==> src/rtl/cam_frame_capture.sv <==
// Camera PCLK-domain capture engine: parses the VSYNC/HREF/RGB565 byte stream, converts and clips pixels,
// and drives the frame-buffer write port. Define CAM_CAPTURE_STATS_EN to add frame/line-error counters.
module cam_frame_capture #(
    parameter int unsigned IMG_W     = 176,
    parameter int unsigned IMG_H     = 144,
    parameter int unsigned ADDR_W    = 15,
    parameter int unsigned OUT_W     = 8,
    parameter int unsigned BYTE_SWAP = 0
) (
    input  logic              CLK,
    input  logic              RESET_N,
    input  logic              EN,
    input  logic              CAM_VSYNC,
    input  logic              CAM_HREF,
    input  logic [7:0]        CAM_DATA,
    output logic              W_EN,
    output logic [ADDR_W-1:0] W_ADDR,
    output logic [OUT_W-1:0]  W_DATA,
    output logic              FRAME_DONE,
`ifdef CAM_CAPTURE_STATS_EN
    output logic [15:0]       FRAME_CNT,
    output logic [7:0]        LINE_ERR_CNT,
`endif
    output logic              BUSY
);

    // x/y carry one spare bit so oversize lines/frames saturate instead of wrapping back into range
    localparam int unsigned X_W = $clog2(IMG_W + 1) + 1;
    localparam int unsigned Y_W = $clog2(IMG_H + 1) + 1;

    if (!(OUT_W == 8 || OUT_W == 12 || OUT_W == 16)) begin : g_bad_out_w
        $error("cam_frame_capture: OUT_W must be 8, 12 or 16");
    end

    typedef enum logic [2:0] {
        IDLE      = 3'd0,
        ARMED     = 3'd1,
        WAIT_LINE = 3'd2,
        LINE      = 3'd3,
        FRAME_END = 3'd4
    } state_t;

    state_t            state, state_nxt;
    logic              vs_q, hr_q;
    logic [7:0]        d_q, b0;
    logic              phase;
    logic [X_W-1:0]    x;
    logic [Y_W-1:0]    y;
    logic [ADDR_W-1:0] row_base;

    logic              take_byte_c, pix_done_c, line_end_c, line_abort_c, in_clip_c, frame_done_c;
    logic [15:0]       word_c;

    function automatic logic [OUT_W-1:0] conv(input logic [15:0] w);
        if (OUT_W == 8)       return OUT_W'({w[15:13], w[10:8], w[4:3]});
        else if (OUT_W == 12) return OUT_W'({w[15:12], w[10:7], w[4:1]});
        else                  return OUT_W'(w);
    endfunction

    // state register
    always_ff @(posedge CLK or negedge RESET_N) begin
        if (!RESET_N) state <= IDLE;
        else          state <= state_nxt;
    end

    // next-state logic; VSYNC takes priority over HREF everywhere inside a frame
    always_comb begin
        state_nxt = state;
        case (state)
            IDLE:      if (EN && vs_q) state_nxt = ARMED;
            ARMED:     if (!vs_q) state_nxt = WAIT_LINE;
            WAIT_LINE: if (vs_q) state_nxt = FRAME_END;
                       else if (hr_q) state_nxt = LINE;
            LINE:      if (vs_q) state_nxt = FRAME_END;
                       else if (!hr_q) state_nxt = WAIT_LINE;
            FRAME_END: state_nxt = EN ? ARMED : IDLE;
            default:   state_nxt = IDLE;
        endcase
    end

    // byte/pixel/line events derived from the registered camera signals
    always_comb begin
        take_byte_c  = ((state == WAIT_LINE) || (state == LINE)) && hr_q && !vs_q;
        pix_done_c   = take_byte_c && phase;
        line_end_c   = (state == LINE) && !hr_q && !vs_q;
        line_abort_c = (state == LINE) && vs_q;
        word_c       = (BYTE_SWAP != 0) ? {d_q, b0} : {b0, d_q};
        in_clip_c    = (x < X_W'(IMG_W)) && (y < Y_W'(IMG_H));
        frame_done_c = (state_nxt == FRAME_END) && ((x != '0) || (y != '0));
    end

    always_ff @(posedge CLK or negedge RESET_N) begin
        if (!RESET_N) begin
            vs_q       <= 1'b0;
            hr_q       <= 1'b0;
            d_q        <= '0;
            b0         <= '0;
            phase      <= 1'b0;
            x          <= '0;
            y          <= '0;
            row_base   <= '0;
            W_EN       <= 1'b0;
            W_ADDR     <= '0;
            W_DATA     <= '0;
            FRAME_DONE <= 1'b0;
            BUSY       <= 1'b0;
        end else begin
            vs_q       <= CAM_VSYNC;
            hr_q       <= CAM_HREF;
            d_q        <= CAM_DATA;
            BUSY       <= (state_nxt != IDLE);
            FRAME_DONE <= frame_done_c;
            W_EN       <= pix_done_c && in_clip_c;
            if (pix_done_c) begin
                W_ADDR <= row_base + ADDR_W'(x);
                W_DATA <= conv(word_c);
            end

            if ((state == IDLE) || (state == ARMED) || (state == FRAME_END)) begin
                x        <= '0;
                y        <= '0;
                row_base <= '0;
                phase    <= 1'b0;
            end else if (line_end_c) begin
                // empty lines (no completed pixel) do not consume a row
                if (x != '0) begin
                    if (y != '1) y <= y + Y_W'(1);
                    if (y < Y_W'(IMG_H)) row_base <= row_base + ADDR_W'(IMG_W);
                end
                x     <= '0;
                phase <= 1'b0;
            end else if (take_byte_c) begin
                phase <= ~phase;
                if (!phase)        b0 <= d_q;
                else if (x != '1)  x  <= x + X_W'(1);
            end
        end
    end

`ifdef CAM_CAPTURE_STATS_EN
    // frame counter wraps; line-error counter saturates
    always_ff @(posedge CLK or negedge RESET_N) begin
        if (!RESET_N) begin
            FRAME_CNT    <= '0;
            LINE_ERR_CNT <= '0;
        end else begin
            if (frame_done_c) FRAME_CNT <= FRAME_CNT + 16'd1;
            if (((line_end_c && (x != '0) && (x != X_W'(IMG_W))) || line_abort_c) && (LINE_ERR_CNT != 8'hFF))
                LINE_ERR_CNT <= LINE_ERR_CNT + 8'd1;
        end
    end
`endif

endmodule
==> config.mk <==
export PLATFORM = sky130hd
export DESIGN_NAME = cam_frame_capture
export DESIGN_NICKNAME = d
export VERILOG_FILES = /design/src/rtl/cam_frame_capture.sv
export SDC_FILE = /design/constraint.sdc
export NUM_CORES = 1
export LEC_CHECK = 0
export BUFFER_PORTS_ARGS = -buffer_cell sky130_fd_sc_hd__buf_2
export CAP_MARGIN = 20
export CELL_PAD_IN_SITES_DETAIL_PLACEMENT = 1
export CELL_PAD_IN_SITES_GLOBAL_PLACEMENT = 1
export CORE_ASPECT_RATIO = 0.8
export CORE_UTILIZATION = 43
export CTS_BUF_LIST = sky130_fd_sc_hd__clkbuf_4
export CTS_CLUSTER_DIAMETER = 50
export DETAILED_ROUTE_END_ITERATION = 16
export PLACE_DENSITY = 0.85
export SYNTH_ARGS = -nofsm -noshare
export SYNTH_HDL_FRONTEND = slang
export SYNTH_SLANG_ARGS = --single-unit
==> constraint.sdc <==
create_clock -name CLK -period 1.8 [get_ports CLK]
set_input_delay 0.18 -clock CLK [delete_from_list [all_inputs] [get_ports CLK]]
set_output_delay 0.18 -clock CLK [all_outputs]
set_load 0.01 [all_outputs]
==> flow_summary.ini, run 1 <==
[clock_network]
insertion_delay_ns = 0.49
cts_buffers = 9
cts_tree = yes
path_clk_slew_ns = 0.15
h-tree-depth = 3
cts_root_buf = clkbuf_4
clock-sinks = 75
clockBufferDepth = 2

[synth]
syn_area_sq_um = 3500
synth.distinct_cells = 46
synth_warnings = 0
netlist_instances = 328
synth_area_per_cell_sq_um = 10.7
synth-seq-cells = 75
synth_nets = 353
synthArstFlopShare = 1.00
synth_edf_count = 0
ys_seq_area_frac = 0.536
synth_ff_type = dfrtp_1

[critical_path]
setup.worst_path.start_class = flop
startpoint = x[0]
worstPathArrival_ns = 2.58
cp_max_fo = 5
crit_slowest_cell = or4_1
path_class = flop to flop
reg2reg_from = x[0]
critPathMaxStageDelay_ns = 0.54
crit_required_ns = 2.21
critPathCaptureType = flop
path_cells = inv_2 -> ha_4 -> nor4b_4 -> a221oi_4 -> o2111ai_2 -> or4_1 -> nand2_1

[timing]
fin_crit_sh = 1.21
hold_viol = 0
final.setup.tns_ns = -5.06
clock_skew_ns = 0.0336
slew_headroom = 0.564
period_minus_slack_ns = 2.17
slew_viol_final = 0
finalSetupViolCount = 33
tightest_slew_ns = 0.645
setup_slack_ns = -0.370
fmax_mhz = 461
rsz0062_at_grt = yes

[power_and_ir_drop]
power_density_nw_per_um2 = 819
sw_frac_of_total = 0.361
seqPwrFrac = 0.464
clock_power_share = 0.249
peakVddDrop_uv = 422
intPower_uw = 2720
p_comb_frac = 0.287
leakage_uw = 0.00243
p_sw_uw = 1540

[final_layout]
multi_input_area_sq_um = 1960
layout.nets = 487
register_area_sq_um = 1880
mostFrequentLayoutCells = dfrtp_1, buf_4, buf_2
layout-drive-gt1-share = 0.505
area_growth_pct = 48.6
n_fill_cell = 845
final_common_cell = dfrtp_1

[die]
rows = 29
die_w_um = 103
die_area_sq_um = 8500
design.core.area_sq_um = 7910
pin_count = 39
die_y_um = 82.7
initial_core_util = 0.442

[grt]
grt_pass1_wl_um = 18600
grt_usage = 0.304
grt_start_max_net_pins = 56
grt_pass1_vias = 3542
overflow = 0
antenna_found_initial = 1

[route]
first_pass_iters = 4
totalWireLength_um = 13700
antenna_left = 0
drc = 0
wire_per_inst_um = 23.8
drt_iter0_drc = 189
routed-via-count = 3343
avgViaCountPerCell = 5.80

[job]
maxCapViolCount = 0

[placed_design]
post-place-ws_ns = -0.252
hpwlAfterDp_um = 6730
routabilityCongestion = 0.805
io_buffers = 38

[worst_hold_path]
holdCritStartpoint = EN
hold_path_class = input pin to flop

[outcome]
status = complete, but fails checks
violations = negative setup slack
cell families (layout without fill, tap and decap cells):
kind of cell             count (synthesis)  count (layout)  synth area share
multiplexers                            19              19            0.0604
XOR/XNOR                                17              17            0.0426
buffers and inverters                   26             164            0.0297
other                                    0               1                 0
AO/OA/AOI/OAI                           72              73             0.134
AND/OR/NAND/NOR                        107             107             0.154
adder cells (fa/ha/maj)                 12              12            0.0429
flip-flops                              75              75             0.536
layout make-up:
class / count / area share
multi-input cells: 228 / 0.377
flip-flops and latches: 75 / 0.361
repair buffers: 136 / 0.201
well taps: 108 / 0.0260
clock buffers: 9 / 0.0130
clock inverters: 7 / 0.0128
inverters: 12 / 0.00866
diodes: 1 / 0.000481
synth_stat cells, drive strengths merged, types with 2 or more instances:
| master | number | area share |
|---|---|---|
| a21o | 4 | 0.0086 |
| inv | 12 | 0.013 |
| mux2i | 2 | 0.0057 |
| xor2 | 8 | 0.020 |
| o211ai | 2 | 0.0043 |
| o21ai | 39 | 0.056 |
| and3 | 4 | 0.0072 |
| a31oi | 2 | 0.0036 |
| nand2b | 3 | 0.0054 |
| a21oi | 11 | 0.016 |
| mux2 | 17 | 0.055 |
| ha | 12 | 0.043 |
| nor2 | 22 | 0.024 |
| nand2 | 43 | 0.046 |
| nand4b | 2 | 0.0050 |
| nor3 | 3 | 0.0043 |
| nand3 | 11 | 0.016 |
| xnor2 | 9 | 0.023 |
| buf | 4 | 0.0061 |
| or3 | 7 | 0.014 |
| nand4 | 2 | 0.0036 |
| o2111ai | 3 | 0.011 |
| dfrtp | 75 | 0.54 |
| o21a | 3 | 0.0064 |
| clkbuf | 10 | 0.011 |
| nor4b | 4 | 0.014 |
power by group through the flow:
stage	registers [uW]	clock network [uW]	logic, uW
final	1980	1060	1220
after global routing	1980	1120	1280
after CTS	1950	1040	960
after detailed placement	1980	0	806
after global placement	1950	0	747
after floorplan	1970	0	442
stage by stage:
step	util	hold WS (ns)	instances	instance area, sq um	total power (uW)
2_1_floorplan	-	-0.116	328	3520	2410
3_3_place_gp	0.530	0.0871	513	4200	2700
3_5_place_dp	0.530	0.0974	513	4200	2790
4_1_cts	0.607	0.0254	560	4800	3940
5_1_grt	0.657	0.0166	576	5200	4380
6_report	0.657	0.0240	576	5200	4260
sequential cells by signal (all words and copies together) (netlist names):
signal,flops
W_ADDR,15
row_base,11
x,9
y,9
W_DATA,8
d_q,8
b0,6
state,3
BUSY,1
FRAME_DONE,1
W_EN,1
hr_q,1
phase,1
vs_q,1
final timing paths:
check | depth (start not counted) | end | slack (ns)
min reg2reg | 2 | W_ADDR[8] | 0.49
max | 7 | row_base[11] | -0.37
min | 3 | state[0] | 0.02
min in group asynchronous | 2 | hr_q | 0.13
max reg2reg | 7 | row_base[11] | -0.37
max in group asynchronous | 3 | row_base[6] | 1.07
worst max-delay path: cells and delay by family (launching register included):
family / cells / cell delay, ns
AOI/OAI and AO/OA: 2 / 0.62
and+or+nand+nor: 3 / 0.80
buffers and inverters: 1 / 0.08
DFF: 1 / 0.43
adders and majority gates: 1 / 0.17
routing by layer:
layer,vias up,part of all wire,GRT usage
met5,-,0,0
met4,0,0.067,0.142
met3,85,0.057,0.0833
met2,181,0.52,0.575
met1,1657,0.36,0.314
li1,1420,-,-
what timing repair did:
action | in CTS | in global routing
hold endpoints to repair | 85 | 0
setup buffers | 21 | 15
setup endpoints to repair | 34 | 50
gates cloned | 1 | 0
pin swaps | 26 | 22
hold buffers | 11 | 0
resized for setup | 57 | 69
No activity file was read; power rests on OpenSTA's default activity.
==> run 2: changes to the inputs <==
Settings changed: CORE_UTILIZATION 43 to 35, PLACE_DENSITY 0.85 to 0.72.
==> run 2 against run 1 <==
  * The flow still finishes with violations (negative setup slack)
  * Worst setup slack gained 0.23 ns
  * Global-route usage shrank 10 points
  * Non-clock buffer count shrank 10
  * Total power shrank 8.1%
  * Worst hold slack gained 0.019 ns
  * Cell count grew 2.8%
  * Wire length shrank 26%
  * Clock-buffer cell count grew 1
  * Via count shrank 11%
  * Combinational power shrank 21%
  * Largest power group unchanged
  * Highest routed layer unchanged
==> flow_summary.ini, run 2 (synthesized netlist as in run 1, its figures left out) <==
[outcome]
status = complete, but fails checks
violations = negative setup slack

[critical_path]
worstPathArrival_ns = 2.31
reg2reg_to = x[4]
reg2reg_from = x[0]
setup.worst_path.start_class = flop
critPathMaxStageDelay_ns = 0.41
reg2reg_depth = 9
startpoint = x[0]
path_cells = buf_4 -> buf_6 -> ha_4 -> nand2_2 -> nor3_2 -> ha_2 -> nand4b_1 -> or3_1 -> a21oi_2
rrSetupSlack_ns = -0.15
critPathCaptureType = flop
path_buf_inv = 2
cp_max_fo = 4
crit_family = simple AND/OR/NAND/NOR gates
path_class = flop to flop
crit_required_ns = 2.16
crit_slowest_cell = dfrtp_1

[power_and_ir_drop]
p_total_uw = 3910
seqPwrFrac = 0.499
p_sw_uw = 1190
p_comb_frac = 0.247
intPower_uw = 2720
leakage_uw = 0.00231
sw_frac_of_total = 0.305
clock_power_share = 0.254
peakVddDrop_uv = 382
power_density_nw_per_um2 = 792

[grt]
grt_usage = 0.204
grt_pass1_vias = 3185
grt_start_max_net_pins = 37
overflow = 0
antenna_found_initial = 1
grt_pass1_wl_um = 16100

[timing]
period_minus_slack_ns = 1.95
tightest_slew_ns = 0.494
hold_viol = 0
fin_crit_sh = 1.08
clock_skew_ns = 0.0177
slew_viol_final = 0
slew_headroom = 0.670
fmax_mhz = 514
rsz0062_at_grt = yes
finalSetupViolCount = 26
setup_slack_ns = -0.145

[route]
first_pass_iters = 4
totalWireLength_um = 10100
routed-via-count = 2964
avgViaCountPerCell = 5.01
wire_per_inst_um = 17.1
antenna_left = 0
drt_iter0_drc = 104
drc = 0

[worst_hold_path]
min_delay_path_depth = 3
holdCritStartpoint = EN
hold_path_class = input pin to flop
min_to = state[0]

[clock_network]
cts_root_buf = clkbuf_4
insertion_delay_ns = 0.44
h-tree-depth = 3
path_clk_slew_ns = 0.11
cts_buffers = 9
clockBufferDepth = 2
cts_tree = yes
clock-sinks = 75

[final_layout]
register_area_sq_um = 1880
layout-drive-gt1-share = 0.442
final_common_cell = dfrtp_1
largestRegisters = W_ADDR (15), row_base (11)
n_fill_cell = 1099
multi_input_area_sq_um = 1810
layout.nets = 477
largest_reg_flops = 15
mostFrequentLayoutCells = dfrtp_1, buf_4, nand2_1
regMostFlops = W_ADDR
area_growth_pct = 41.2

[die]
initial_core_util = 0.361
die_w_um = 114
die_area_sq_um = 10400
rows = 32
die_y_um = 91.4
design.core.area_sq_um = 9690
pin_count = 39

[placed_design]
hpwlAfterDp_um = 6050
post-place-ws_ns = -0.374
routabilityCongestion = 0.759
io_buffers = 38

[job]
maxCapViolCount = 0
[run 2: cell count changes in the layout (fill, tap and decap cells not counted), sizes merged]
cell / before / now
clkinv: 1 / 3
clkinvlp: 2 / 0
inv: 16 / 12
clkbuf: 9 / 10
buf: 125 / 115
bufinv: 0 / 1
[run 2: power by group through the flow]
stage	sequential [uW]	combinational (uW)	clock [uW]
2_1_floorplan	1970	442	0
3_3_place_gp	1960	729	0
3_5_place_dp	1970	762	0
4_1_cts	1940	849	1020
5_1_grt	1980	1080	1090
6_report	1950	966	994
[run 2: timing repair]
item	CTS	global route
resized for setup	27	57
setup endpoints to repair	23	50
gates cloned	1	0
endpoints found under the hold margin	42	0
pin swaps	14	28
hold buffers	11	0
buffers inserted	11	13
[run 2: worst max path at each step]
| stage | to | slack [ns] | depth (start not counted) |
|---|---|---|---|
| 2_1_floorplan | row_base[11] | -0.03 | 5 |
| 3_3_place_gp | y[7] | -0.23 | 9 |
| 3_5_place_dp | y[7] | -0.37 | 8 |
| 4_1_cts | x[4] | -0.14 | 9 |
| 5_1_grt | x[4] | -0.24 | 9 |
| 6_report | x[4] | -0.15 | 9 |
[run 2: cell type report]
cell class | count | share of cell area
antenna | 1 | 0.000507
multi-input combinational | 228 | 0.366
clock buffer | 10 | 0.0152
timing repair buffer | 126 | 0.185
clock inverter | 4 | 0.00887
sequential | 75 | 0.381
tap | 136 | 0.0344
inverter | 12 | 0.00912
[run 2: worst reg2reg max path, cell delays in order, from the launching register on]
cell	delay (ns)
dfrtp_1	0.41
buf_4	0.14
buf_6	0.12
ha_4	0.15
nand2_2	0.06
nor3_2	0.04
ha_2	0.20
nand4b_1	0.24
or3_1	0.36
a21oi_2	0.14
[run 2: through the flow]
step | util | instance area, sq um | hold WS, ns | setup TNS [ns] | std cells
floorplan | - | 3520 | -0.116 | -0.152 | 328
detailed placement | 0.436 | 4230 | 0.182 | -3.67 | 542
finish | 0.510 | 4940 | 0.0432 | -1.88 | 592
CTS | 0.479 | 4640 | 0.0424 | -0.881 | 579
global placement | 0.436 | 4230 | 0.172 | -2.34 | 542
global route | 0.510 | 4940 | 0.0382 | -4.35 | 592
[run 2: metal layers]
| layer | global-route usage | vias to the layer above | wire, um |
|---|---|---|---|
| met5 | 0 | - | 0 |
| met1 | 0.247 | 1505 | 4430 |
| li1 | - | 1390 | - |
| met3 | 0.0467 | 9 | 300 |
| met2 | 0.347 | 60 | 5260 |
| met4 | 0.0844 | 0 | 138 |
